`src/rtl/determ_pkg.sv`:
```
// rtl/determ_pkg.sv - shared FSM encoding and width helpers for deterministic-bitstream controllers
//
// Contents:
//   S_IDLE / S_ACCUM / S_DONE : FSM state encoding
//   frac_bits(bw, iw)        : fraction bits of a signed fixed-point word
//   acc_width(lw)            : accumulator width for a 2^lw beat window of {-2,0,+2} deltas
package determ_pkg;

  localparam logic [1:0] S_IDLE  = 2'd0;
  localparam logic [1:0] S_ACCUM = 2'd1;
  localparam logic [1:0] S_DONE  = 2'd2;

  // Sign bit plus integer bits take the rest of the word.
  function automatic int frac_bits(input int bw, input int iw);
    return bw - iw - 1;
  endfunction

  // |sum| <= 2 * 2^lw, so lw+2 magnitude bits plus a sign bit never overflow.
  function automatic int acc_width(input int lw);
    return lw + 3;
  endfunction

endpackage

```
`src/rtl/determ_add_avg_ctrl_if.sv`:
```
// rtl/determ_add_avg_ctrl_if.sv - beat/result handshake bundle for the bitstream averaging controller
//
// Signals:
//   start            : begin one averaging window
//   a, b             : bitstream bits (1 = +1, 0 = -1)
//   in_valid/in_ready: beat handshake
//   out_valid/out_ready: result handshake
//   y, sat           : signed fixed-point mean and clip flag
//   busy             : controller not idle
// Modports: master drives stimulus and consumes results, slave is the controller.
interface determ_add_avg_ctrl_if #(
  parameter int BIT_WIDTH = 16
);

  logic                 start;
  logic                 a;
  logic                 b;
  logic                 in_valid;
  logic                 in_ready;
  logic                 out_valid;
  logic                 out_ready;
  logic [BIT_WIDTH-1:0] y;
  logic                 sat;
  logic                 busy;

  modport master (
    output start, a, b, in_valid, out_ready,
    input  in_ready, out_valid, y, sat, busy
  );

  modport slave (
    input  start, a, b, in_valid, out_ready,
    output in_ready, out_valid, y, sat, busy
  );

endinterface

```
`src/rtl/determ_add_avg_ctrl.sv`:
```
// rtl/determ_add_avg_ctrl.sv - windowed mean of (a+b) over 2^LOG_WINDOW bitstream beats
//
// Ports:
//   CLK : sole clock, rising edge
//   RST : synchronous active-high reset
//   bus : determ_add_avg_ctrl_if.slave (start, a, b, in_valid, in_ready,
//         out_valid, out_ready, y, sat, busy)
// Parameters:
//   BIT_WIDTH  : output word width
//   INT_WIDTH  : integer bits of y excluding sign
//   LOG_WINDOW : window length is 2^LOG_WINDOW accepted beats
module determ_add_avg_ctrl
  import determ_pkg::*;
#(
  parameter int BIT_WIDTH  = 16,
  parameter int INT_WIDTH  = 1,
  parameter int LOG_WINDOW = 4
) (
  input logic                CLK,
  input logic                RST,
  determ_add_avg_ctrl_if.slave bus
);

  localparam int FRAC    = frac_bits(BIT_WIDTH, INT_WIDTH);
  localparam int ACC_W   = acc_width(LOG_WINDOW);
  localparam int SHIFT   = FRAC - LOG_WINDOW;
  // Wide enough to hold the shifted sum before trimming to the output word.
  localparam int EXT_W   = (ACC_W + SHIFT > BIT_WIDTH) ? ACC_W + SHIFT : BIT_WIDTH;
  // mean >= 2^INT_WIDTH  <=>  acc >= 2^(INT_WIDTH+LOG_WINDOW)
  localparam int SAT_THR = 2 ** (INT_WIDTH + LOG_WINDOW);

  if (FRAC < LOG_WINDOW || LOG_WINDOW < 1) begin : g_param_check
    $error("determ_add_avg_ctrl: need FRAC >= LOG_WINDOW >= 1");
  end

  logic [1:0]              state;
  logic signed [ACC_W-1:0] acc;
  logic [LOG_WINDOW-1:0]   cnt;
  logic [BIT_WIDTH-1:0]    y_r;
  logic                    sat_r;

  logic                    beat;
  logic signed [ACC_W-1:0] delta;
  logic signed [ACC_W-1:0] acc_next;
  logic signed [EXT_W-1:0] acc_ext;
  logic signed [31:0]      acc_int;
  logic [BIT_WIDTH-1:0]    y_next;
  logic                    sat_next;

  always_comb begin
    beat = bus.in_valid && (state == S_ACCUM);

    // (a?+1:-1)+(b?+1:-1): both high -> +2, both low -> -2, otherwise 0.
    delta = '0;
    case ({bus.a, bus.b})
      2'b11:   delta = ACC_W'(2);
      2'b00:   delta = ~ACC_W'(1);
      default: delta = '0;
    endcase

    acc_next = acc + delta;

    // Conversion uses the sum including the current beat so the result is
    // ready in the cycle DONE is entered.
    acc_ext  = EXT_W'(acc_next);
    acc_int  = 32'(acc_next);
    sat_next = (acc_int >= SAT_THR);
    y_next   = sat_next ? {1'b0, {(BIT_WIDTH-1){1'b1}}}
                        : BIT_WIDTH'(acc_ext <<< SHIFT);
  end

  always_ff @(posedge CLK) begin
    if (RST) begin
      state <= S_IDLE;
      acc   <= '0;
      cnt   <= '0;
      y_r   <= '0;
      sat_r <= 1'b0;
    end else begin
      case (state)
        S_IDLE: begin
          if (bus.start) begin
            state <= S_ACCUM;
            acc   <= '0;
            cnt   <= '0;
          end
        end
        S_ACCUM: begin
          if (beat) begin
            acc <= acc_next;
            cnt <= cnt + LOG_WINDOW'(1);
            if (&cnt) begin
              state <= S_DONE;
              y_r   <= y_next;
              sat_r <= sat_next;
            end
          end
        end
        S_DONE: begin
          if (bus.out_ready) begin
            state <= S_IDLE;
          end
        end
        default: state <= S_IDLE;
      endcase
    end
  end

  assign bus.in_ready  = (state == S_ACCUM);
  assign bus.out_valid = (state == S_DONE);
  assign bus.busy      = (state != S_IDLE);
  assign bus.y         = y_r;
  assign bus.sat       = sat_r;

endmodule

```
`src/flat_wrapper.sv`:
```
// flat-port wrapper written by rule: the top's interface ports become plain ports
module determ_add_avg_ctrl_flat import determ_pkg::*;
#(
  parameter int BIT_WIDTH  = 16,
  parameter int INT_WIDTH  = 1,
  parameter int LOG_WINDOW = 4
)
  (CLK, RST, bus_start, bus_a, bus_b, bus_in_valid, bus_out_ready, bus_in_ready, bus_out_valid, bus_y, bus_sat, bus_busy);
  determ_add_avg_ctrl_if #(.BIT_WIDTH(BIT_WIDTH)) bus_i ();
  input logic CLK;
  input logic RST;
  input wire logic [$bits(bus_i.start)-1:0] bus_start;
  input wire logic [$bits(bus_i.a)-1:0] bus_a;
  input wire logic [$bits(bus_i.b)-1:0] bus_b;
  input wire logic [$bits(bus_i.in_valid)-1:0] bus_in_valid;
  input wire logic [$bits(bus_i.out_ready)-1:0] bus_out_ready;
  output wire logic [$bits(bus_i.in_ready)-1:0] bus_in_ready;
  output wire logic [$bits(bus_i.out_valid)-1:0] bus_out_valid;
  output wire logic [$bits(bus_i.y)-1:0] bus_y;
  output wire logic [$bits(bus_i.sat)-1:0] bus_sat;
  output wire logic [$bits(bus_i.busy)-1:0] bus_busy;
  assign bus_i.start = bus_start;
  assign bus_i.a = bus_a;
  assign bus_i.b = bus_b;
  assign bus_i.in_valid = bus_in_valid;
  assign bus_i.out_ready = bus_out_ready;
  assign bus_in_ready = bus_i.in_ready;
  assign bus_out_valid = bus_i.out_valid;
  assign bus_y = bus_i.y;
  assign bus_sat = bus_i.sat;
  assign bus_busy = bus_i.busy;
  determ_add_avg_ctrl #(.BIT_WIDTH(BIT_WIDTH), .INT_WIDTH(INT_WIDTH), .LOG_WINDOW(LOG_WINDOW)) u_core (.CLK(CLK), .RST(RST), .bus(bus_i));
endmodule
```
`config.mk`:
```
export PLATFORM = sky130hd
export DESIGN_NAME = determ_add_avg_ctrl_flat
export DESIGN_NICKNAME = d
export VERILOG_FILES = /design/src/rtl/determ_pkg.sv /design/src/rtl/determ_add_avg_ctrl_if.sv /design/src/rtl/determ_add_avg_ctrl.sv /design/src/flat_wrapper.sv
export SDC_FILE = /design/constraint.sdc
export NUM_CORES = 1
export LEC_CHECK = 0
export ABC_AREA = 1
export BUFFER_PORTS_ARGS = -buffer_cell sky130_fd_sc_hd__buf_2
export CAP_MARGIN = 20
export CORE_ASPECT_RATIO = 0.8
export CORE_MARGIN = 2
export CORE_UTILIZATION = 25
export CTS_CLUSTER_SIZE = 10
export DETAILED_ROUTE_END_ITERATION = 8
export SYNTH_ARGS = -nofsm -noshare
export SYNTH_HDL_FRONTEND = slang
export SYNTH_SLANG_ARGS = --single-unit
```
`constraint.sdc`:
```
create_clock -name CLK -period 4.8 [get_ports CLK]
set_clock_uncertainty 0.2 [all_clocks]
set_input_delay 0.48 -clock CLK [delete_from_list [all_inputs] [get_ports CLK]]
set_output_delay 0.48 -clock CLK [all_outputs]
set_load 0.02 [all_outputs]
```
==> Word-level counts from Yosys, hierarchy flattened <==
Index checks and enable logic that the tools add are counted.
Widths: inputs -> output; s select.
{ "classes": {"n_addsub": 2, "n_mul": 0, "div": 0, "magnitude_cmp": 1, "n_eq_ne": 7, "shift": 0, "muxes": 13, "bitwise_logic": 0, "n_reduce_logical": 9} }
{ "ops": {"columns": ["cell", "n"], "rows": [
  ["$pmux 7 s2", 2],
  ["$mux 16", 1],
  ["$mux 7", 2],
  ["$mux 2", 4],
  ["$mux 4", 2],
  ["$pmux 4 s2", 1],
  ["$reduce_and 4->1", 2],
  ["$add 7x7->7", 1],
  ["$ge 7x7->1 const B", 1],
  ["$pmux 2 s3", 1],
  ["$reduce_and 6->1", 1],
  ["$add 4x1->4 const B", 1],
  ["$eq 2x2->1 const B", 2],
  ["$logic_not 2->1", 2],
  ["$ne 2x1->1 const B", 2],
  ["$ne 2x2->1 const B", 2],
  ["$reduce_bool 2->1", 2],
  ["$reduce_and 3->1", 1],
  ["$eq 2x1->1 const B", 1],
  ["$logic_and 1x1->1", 1]
]} }
{ "word_totals": {"regBits": 30, "latch_bits": 0, "mem_bits_rw": 0, "rom_bits": 0, "output_inout_bits": 20, "mem_count": 0} }

==> Longest topological paths before layout <==
Gate-level depths: netlist (run 1).
{ "depth": {"depth_word": 5, "ltp_mapped": 17, "mapped_depth_nobuf": 16} }

==> Worst setup path after synthesis (run 1) <==
OpenSTA, ideal clock, no wires.
{ "synth_path": {"path_type": "input -> register", "from": "input bus_b", "to": "register u_core.y_r[14] (netlist: u_core.bus.y[14])", "t_arrival_ns": 1.891, "t_required_ns": 4.491, "setup_slack_ns": 2.600, "path_stages": 17, "path_buffers": 1, "path_cell_list": "inv_1 ha_1 buf_6 inv_2 nand2_1 nand2_1 inv_1 ha_1 a21o_1 nand3_1 nand2_1 nand2_1 nand2_2 nand3_2 nand3_1 nand2_1 inv_1"} }
{ "synth_via": {"elab_chain_len": 5, "word_cells_on_any_way": 6} }
{ "synth_rtl": {"columns": ["item", "line_no", "text"], "rows": [
  ["from (decl)", "flat_wrapper.sv:14", "input wire logic [$bits(bus_i.b)-1:0] bus_b;"],
  ["$eq 2x2->1 or $logic_not 2->1 (tied branches)", "determ_add_avg_ctrl.sv:55", "case ({bus.a, bus.b})"],
  ["$pmux 7 s2 (*)", "determ_add_avg_ctrl.sv:55", null],
  ["$add 7x7->7 (*)", "determ_add_avg_ctrl.sv:61", "acc_next = acc + delta;"],
  ["$ge 7x7->1", "determ_add_avg_ctrl.sv:67", "sat_next = (acc_int >= SAT_THR);"],
  ["$mux 16 (*)", "determ_add_avg_ctrl.sv:68", "y_next = sat_next ? {1'b0, {(BIT_WIDTH-1){1'b1}}}"],
  ["to (signal assigned)", "determ_add_avg_ctrl.sv:94", "y_r <= y_next;"],
  ["to (decl)", "determ_add_avg_ctrl.sv:39", "logic [BIT_WIDTH-1:0] y_r;"]
]} }
Every way passes the cells marked *; elsewhere a longest branch is shown, timed or not.
A chain may end at the register's enable or synchronous reset.

==> Worst setup path in the final report (run 1) <==
{ "layout_path": {"from": "input bus_b", "to": "register u_core.y_r[13] (netlist: u_core.bus.y[13])"} }
Same word-level chain as after synthesis.

==> results of run 1 <==
## worst max-delay path by stage
stage	from	end	slack (ns)
floorplan	bus_b	u_core.bus.y[14]	2.60
global placement	bus_b	u_core.bus.y[13]	2.37
detailed placement	bus_b	u_core.bus.y[13]	2.33
CTS	bus_b	u_core.bus.y[13]	2.60
global route	bus_b	u_core.bus.y[13]	2.38
finish	bus_b	u_core.bus.y[13]	2.61
## synth_stat cells (all sizes together) (2+ instances only)
cell,instances
a211oi,4
a21oi,15
buf,13
clkbuf,2
dfxtp,18
ha,5
inv,29
nand2,48
nand3,17
nor2,19
o21ai,2
xor2,2
## per-stage QoR
step | setup WS (ns) | instance area (um2)
after global routing | 2.38 | 1360
final | 2.61 | 1360
after detailed placement | 2.33 | 1300
after CTS | 2.60 | 1360
after global placement | 2.37 | 1300
after floorplan | 2.60 | 1210
## power breakdown
part	switching [mW]	internal, mW
registers	0.00513	0.155
clock network	0.0517	0.0729
logic	0.0492	0.0242
total	0.106	0.252
## state kept, by name, indices dropped and copies added, names as in the netlist
name	flops
u_core.acc	6
u_core.bus.y	6
u_core.cnt	4
u_core.state	2
## worst max-delay path: cells and delay by family
family	cells	cell delay (ns)
simple gates	9	0.75
fa+ha+maj	2	0.52
compound gates	1	0.17
buf+inv	4	0.24
## cell families (layout without fill, tap and decap cells)
kind of cell / Yosys count / count (layout) / synth area share, %
compound gates: 24 / 24 / 11.8
flops: 18 / 18 / 29.7
fa+ha+maj: 5 / 5 / 5.16
buf+inv: 45 / 60 / 18.8
xor+xnor: 3 / 3 / 2.17
simple gates: 86 / 86 / 32.4
## layer usage
metal  global-route usage (%)  vias up  part of all wire (%)
met5                        0        -                     0
met4                     1.88        0                  0.34
met3                     3.96        2                   7.6
met2                     14.9       36                    42
met1                     12.2      467                    50
li1                         -      585                     -
## area by class of cell
class	instances	area [um2]
inverter	30	113
tap	60	75.1
sequential	18	360
clock buffer	4	55.1
multi-input combinational	118	624
fill	519	3270
timing repair buffer	26	130
==> results.yml, run 1 <==
sta:
  hold_slack_ns: 0.275
  final-setup-viol-count: 0
  period_needed_ns: 2.19
  setup_tns_ns: 0
  tightest_slew_ns: 0.668
  hold_viol: 0
  slew_headroom_pct: 55.3
  max_freq_mhz: 456
  rsz0062_at_grt: "no"
  period_share_pct: 45.7
  slew_violations: 0
clocking:
  numCtsBuffers: 3
  ctsLongestPathBuffers: 2
  cts_tree: "built"
  postCtsSetupBuffers: 0
  clock-root-buffer: "clkbuf_8"
  clkSlewWorstSetupHoldPaths_ns: 0.07
  cts_hold_buf: 0
  cts.sinks: 18
  cts_htree_levels: 1
  clkLatencyLatePin_ns: 0.25
  ctsResizeCount: 0
route:
  wire_per_inst_um: 9.29
  routed_wl_um: 2380
  drt-initial-drc-count: 54
  drc_errors: 0
  vias_per_cell: 4.26
  dr.pass1.iters: 4
  drtAntennaViolNets: 0
  vias: 1090
setup_path:
  r2r_cells: 7
  path_cells: "buf_2 -> inv_1 -> ha_1 -> nand2_1 -> nand2_1 -> inv_1 -> ha_1 -> a21o_1 -> nand3_1 -> nand2_1 -> nand2_1 -> nand2_2 -> nand3_2 -> nand3_1 -> nand2_1 -> inv_1"
  cp_common_cell: "nand2_1"
  crit_slowest_cell: "ha_1"
  cp-end-kind: "register"
  cpPeakStageDelay_ns: 0.34
  cp_data_required_time_ns: 4.76
  r2r_end: "u_core.bus.y[15]"
  r2r-start: "u_core.state[1]"
  critPathKind: "in -> reg"
  cp-start-kind: "primary input"
  cp_max_fo: 8
  reg2reg_slack_ns: 2.87
  cp.arrival_ns: 2.15
yosys:
  synth_edf_count: 0
  synth_cells: 181
  synth_ff_type: "dfxtp_1"
  yosys_register_bits: 18
  yosys.area.top_type: "dfxtp_1"
  synth.area.top_cells: "dfxtp_1 30%, nand2_1 13%, inv_1 8.0%"
  yosysTopAreaCellShare_pct: 29.7
  ys_seq_area_share_pct: 29.7
  synth_area_um2: 1210
  synth.distinct_cells: 28
  ys_async_sr_fraction_pct: 0
  syn_avg_cell_area_um2: 6.70
  synth_nets: 193
  yosysWarnings: 0
place:
  gp_congestion: 0.847
  dp_hpwl_um: 1880
  dp_cells: 252
  portBuffers: 26
worst_hold_path:
  worstHoldPathCells: 2
  min_to: "u_core.acc[1]"
  hold_path.class: "reg -> reg"
  hp-start: "u_core.acc[1]"
grt:
  grt_max_degree: 19
  grt_use_total_pct: 9.53
  antenna_found_initial: 0
  overflow: 0
  grt_pass1_vias: 929
  grt_pass1_wl_um: 4040
final_layout:
  n_antenna_cell: 0
  syn2layout_area_growth_pct: 12.0
  layout_common_cells: "42 x nand2_1, 26 x inv_1, 26 x buf_2"
  drive_above_1_share_pct: 24.0
  final_common_cell: "nand2_1"
  final_cells: 256
  fin_util_pct: 29.4
  layout.nets: 209
floorplan:
  die_area_um2: 5430
  die_w_um: 81.9
  initial_utilization_pct: 26.2
  io-pin-count: 27
  core-area_um2: 4620
  std_cell_rows: 22
  die_y_um: 66.3
power:
  leakage_nw: 0.732
  ir_drop_uv: 90.3
  total_power_mw: 0.358
  p_per_area_nw_per_um2: 264
run:
  cap_violations: 0
outcome:
  outcome: "completed"
Power figures use the tool's default switching activity.
==> inputs of run 2 (changes only) <==
--- a/config.mk
+++ b/config.mk
@@ -5,7 +5,7 @@
 export SDC_FILE = /design/constraint.sdc
 export NUM_CORES = 1
 export LEC_CHECK = 0
-export ABC_AREA = 1
+export ABC_AREA = 0
 export BUFFER_PORTS_ARGS = -buffer_cell sky130_fd_sc_hd__buf_2
 export CAP_MARGIN = 20
 export CORE_ASPECT_RATIO = 0.8
==> constraint.sdc (replaced) <==
create_clock -name CLK -period 2.3 [get_ports CLK]
set_clock_uncertainty 0.2 [all_clocks]
set_input_delay 0.23 -clock CLK [delete_from_list [all_inputs] [get_ports CLK]]
set_output_delay 0.23 -clock CLK [all_outputs]
set_load 0.02 [all_outputs]
==> results.yml, run 2 <==
floorplan:
  io-pin-count: 27
  initial_utilization_pct: 26.3
  die_area_um2: 5460
  die_y_um: 66.5
  core-area_um2: 4650
  std_cell_rows: 22
  die_w_um: 82.1
yosys:
  synth_most_common_cell: "dfxtp_1"
  yosys.area.top_type: "dfxtp_1"
  synth-simple-area-share_pct: 23.2
  synth_edf_count: 0
  synth_cells: 146
  synth_common_cells: "18 x dfxtp_1, 14 x nand2_1, 12 x buf_4"
  synth_xor_area_share_pct: 4.30
  synth_ff_type: "dfxtp_1"
  syn_avg_cell_area_um2: 8.36
  synth_top_family_by_area: "simple AND/OR/NAND/NOR gates"
  ys_seq_area_share_pct: 29.5
  synthMuxAreaShare_pct: 5.23
  yosys.area_share.adder_pct: 5.12
  yosys_register_bits: 18
  synth.distinct_cells: 44
  synth-compound-area-share_pct: 19.7
  ys_async_sr_fraction_pct: 0
  synth_area_um2: 1220
  synth_nets: 158
  yosysTopAreaCellShare_pct: 29.5
  synth.area.top_cells: "dfxtp_1 30%, buf_4 7.4%, ha_1 5.1%"
  yosysWarnings: 0
grt:
  grt_use_total_pct: 10.6
  grt_pass1_wl_um: 4410
  overflow: 0
  antenna_found_initial: 0
  grt_max_degree: 22
  busiest_layer: "met2"
  globalRouteMet3Util_pct: 3.25
  grt.met2_usage_pct: 16.3
  grt.met1_usage_pct: 14.1
  grt_pass1_vias: 956
sta:
  period_share_pct: 92.4
  max_freq_mhz: 471
  slew_headroom_pct: 75.1
  final-setup-viol-count: 0
  slew_violations: 0
  rsz0062_at_grt: "no"
  tightest_slew_ns: 0.373
  period_needed_ns: 2.13
  hold_viol: 0
place:
  portBuffers: 26
  gp_congestion: 0.808
  dp_hpwl_um: 2040
  dpl_cell_area_um2: 1360
run:
  cap_violations: 0
final_layout:
  n_antenna_cell: 0
  final_area_um2: 1400
  syn2layout_area_growth_pct: 14.9
  fin_util_pct: 30.2
  layout.nets: 181
  layout_common_cells: "26 x buf_2, 18 x dfxtp_1, 14 x nand2_1"
  fillers: 514
  drive_above_1_share_pct: 29.3
  final_common_cell: "buf_2"
clocking:
  clkSlewWorstSetupHoldPaths_ns: 0.07
  cts_tree: "built"
  ctsLongestPathBuffers: 2
  numCtsBuffers: 3
  cts_htree_levels: 1
  clock-root-buffer: "clkbuf_8"
  postCtsSetupBuffers: 0
  clkLatencyLatePin_ns: 0.25
  cts.sinks: 18
power:
  leakage_nw: 0.612
  p_seq_share_pct: 49.6
  p_per_area_nw_per_um2: 467
  internal_power_mw: 0.484
  total_power_mw: 0.655
  p_sw_share_pct: 26.1
  p_comb_share_pct: 17.2
  ir_drop_uv: 306
  p_switching_mw: 0.171
  clkPwrFrac_pct: 33.2
setup_path:
  cp_max_fo: 6
  cp-start-kind: "primary input"
  cp-end-kind: "register"
  cp_data_required_time_ns: 2.23
  cp.arrival_ns: 2.05
  critPathKind: "in -> reg"
route:
  drt-initial-drc-count: 27
  routed_wl_um: 2660
  wire_per_inst_um: 11.7
  drc_errors: 0
  dr.pass1.iters: 4
  vias: 1033
  vias_per_cell: 4.55
  drtAntennaViolNets: 0
outcome:
  outcome: "completed"
worst_hold_path:
  hold_path.class: "in -> reg"
==> run 2: cell types whose count changed after synthesis, sizes merged, moves of 4 or more <==
cell,before,now
nor2b,0,5
nand2,48,14
buf,13,17
mux2i,0,4
nand3,17,5
nor2,19,11
inv,29,7
o21ai,2,7
a21oi,15,10
==> run 2: critical path, stage by stage <==
cell      delay, ns
buf_2          0.08
inv_1          0.04
ha_1           0.26
inv_1          0.04
ha_1           0.19
ha_1           0.23
and3b_1        0.17
o21ai_1        0.13
o311a_4        0.23
mux2i_4        0.29
o221ai_1       0.15
==> run 2: layer usage <==
metal	vias to the layer above	share of wire (%)
met4	0	1.1
li1	538	-
met5	-	0
met3	5	2.7
met1	478	51
met2	12	45
==> run 2: final timing paths <==
| kind | start | endpoint | slack [ns] | cells after the start |
|---|---|---|---|---|
| max | bus_a | u_core.bus.y[14] | 0.17 | 11 |
| min | bus_out_ready | u_core.state[1] | 0.06 | 4 |
| max reg2reg | u_core.acc[4] | u_core.acc[5] | 0.20 | 6 |
| min reg2reg | u_core.bus.y[15] | u_core.bus.y[15] | 0.27 | 2 |
==> run 2: kinds of logic after synthesis <==
logic type	count (synthesis)
AO/OA/AOI/OAI	34
multiplexers	5
flip-flops	18
XOR/XNOR	6
adder cells (fa/ha/maj)	5
buffers and inverters	24
AND/OR/NAND/NOR	54
==> run 2: what timing repair did <==
action	CTS	global route
resized for setup	0	1
hold buffers	0	0
endpoints found under the setup margin	0	1
==> run 2: layout make-up <==
cell class	count	area, um2	area share, %
clock buffers	3	41.3	2.94
well taps	60	75.1	5.35
multi-input cells	104	702	50.0
repair buffers	35	198	14.1
inverters	7	26.3	1.87
flip-flops and latches	18	360	25.7
==> run 2: power by group through the flow <==
stage | Sequential [mW] | Clock [mW] | Combinational [mW]
2_1_floorplan | 0.330 | 0 | 0.0816
6_report | 0.325 | 0.217 | 0.113
3_5_place_dp | 0.332 | 0 | 0.113
5_1_grt | 0.326 | 0.239 | 0.126
4_1_cts | 0.324 | 0.226 | 0.114
3_3_place_gp | 0.331 | 0 | 0.113
==> run 2: per-stage QoR <==
step | hold WS [ns] | worst slack [ns] | TNS, ns | cells
final | 0.0646 | 0.175 | 0 | 227
after floorplan | 0.206 | 0.00752 | 0 | 146
after global placement | 0.245 | -0.0986 | -0.484 | 224
after CTS | 0.0654 | 0.118 | 0 | 227
after detailed placement | 0.260 | -0.154 | -0.829 | 224
after global routing | 0.116 | 0.0574 | 0 | 227
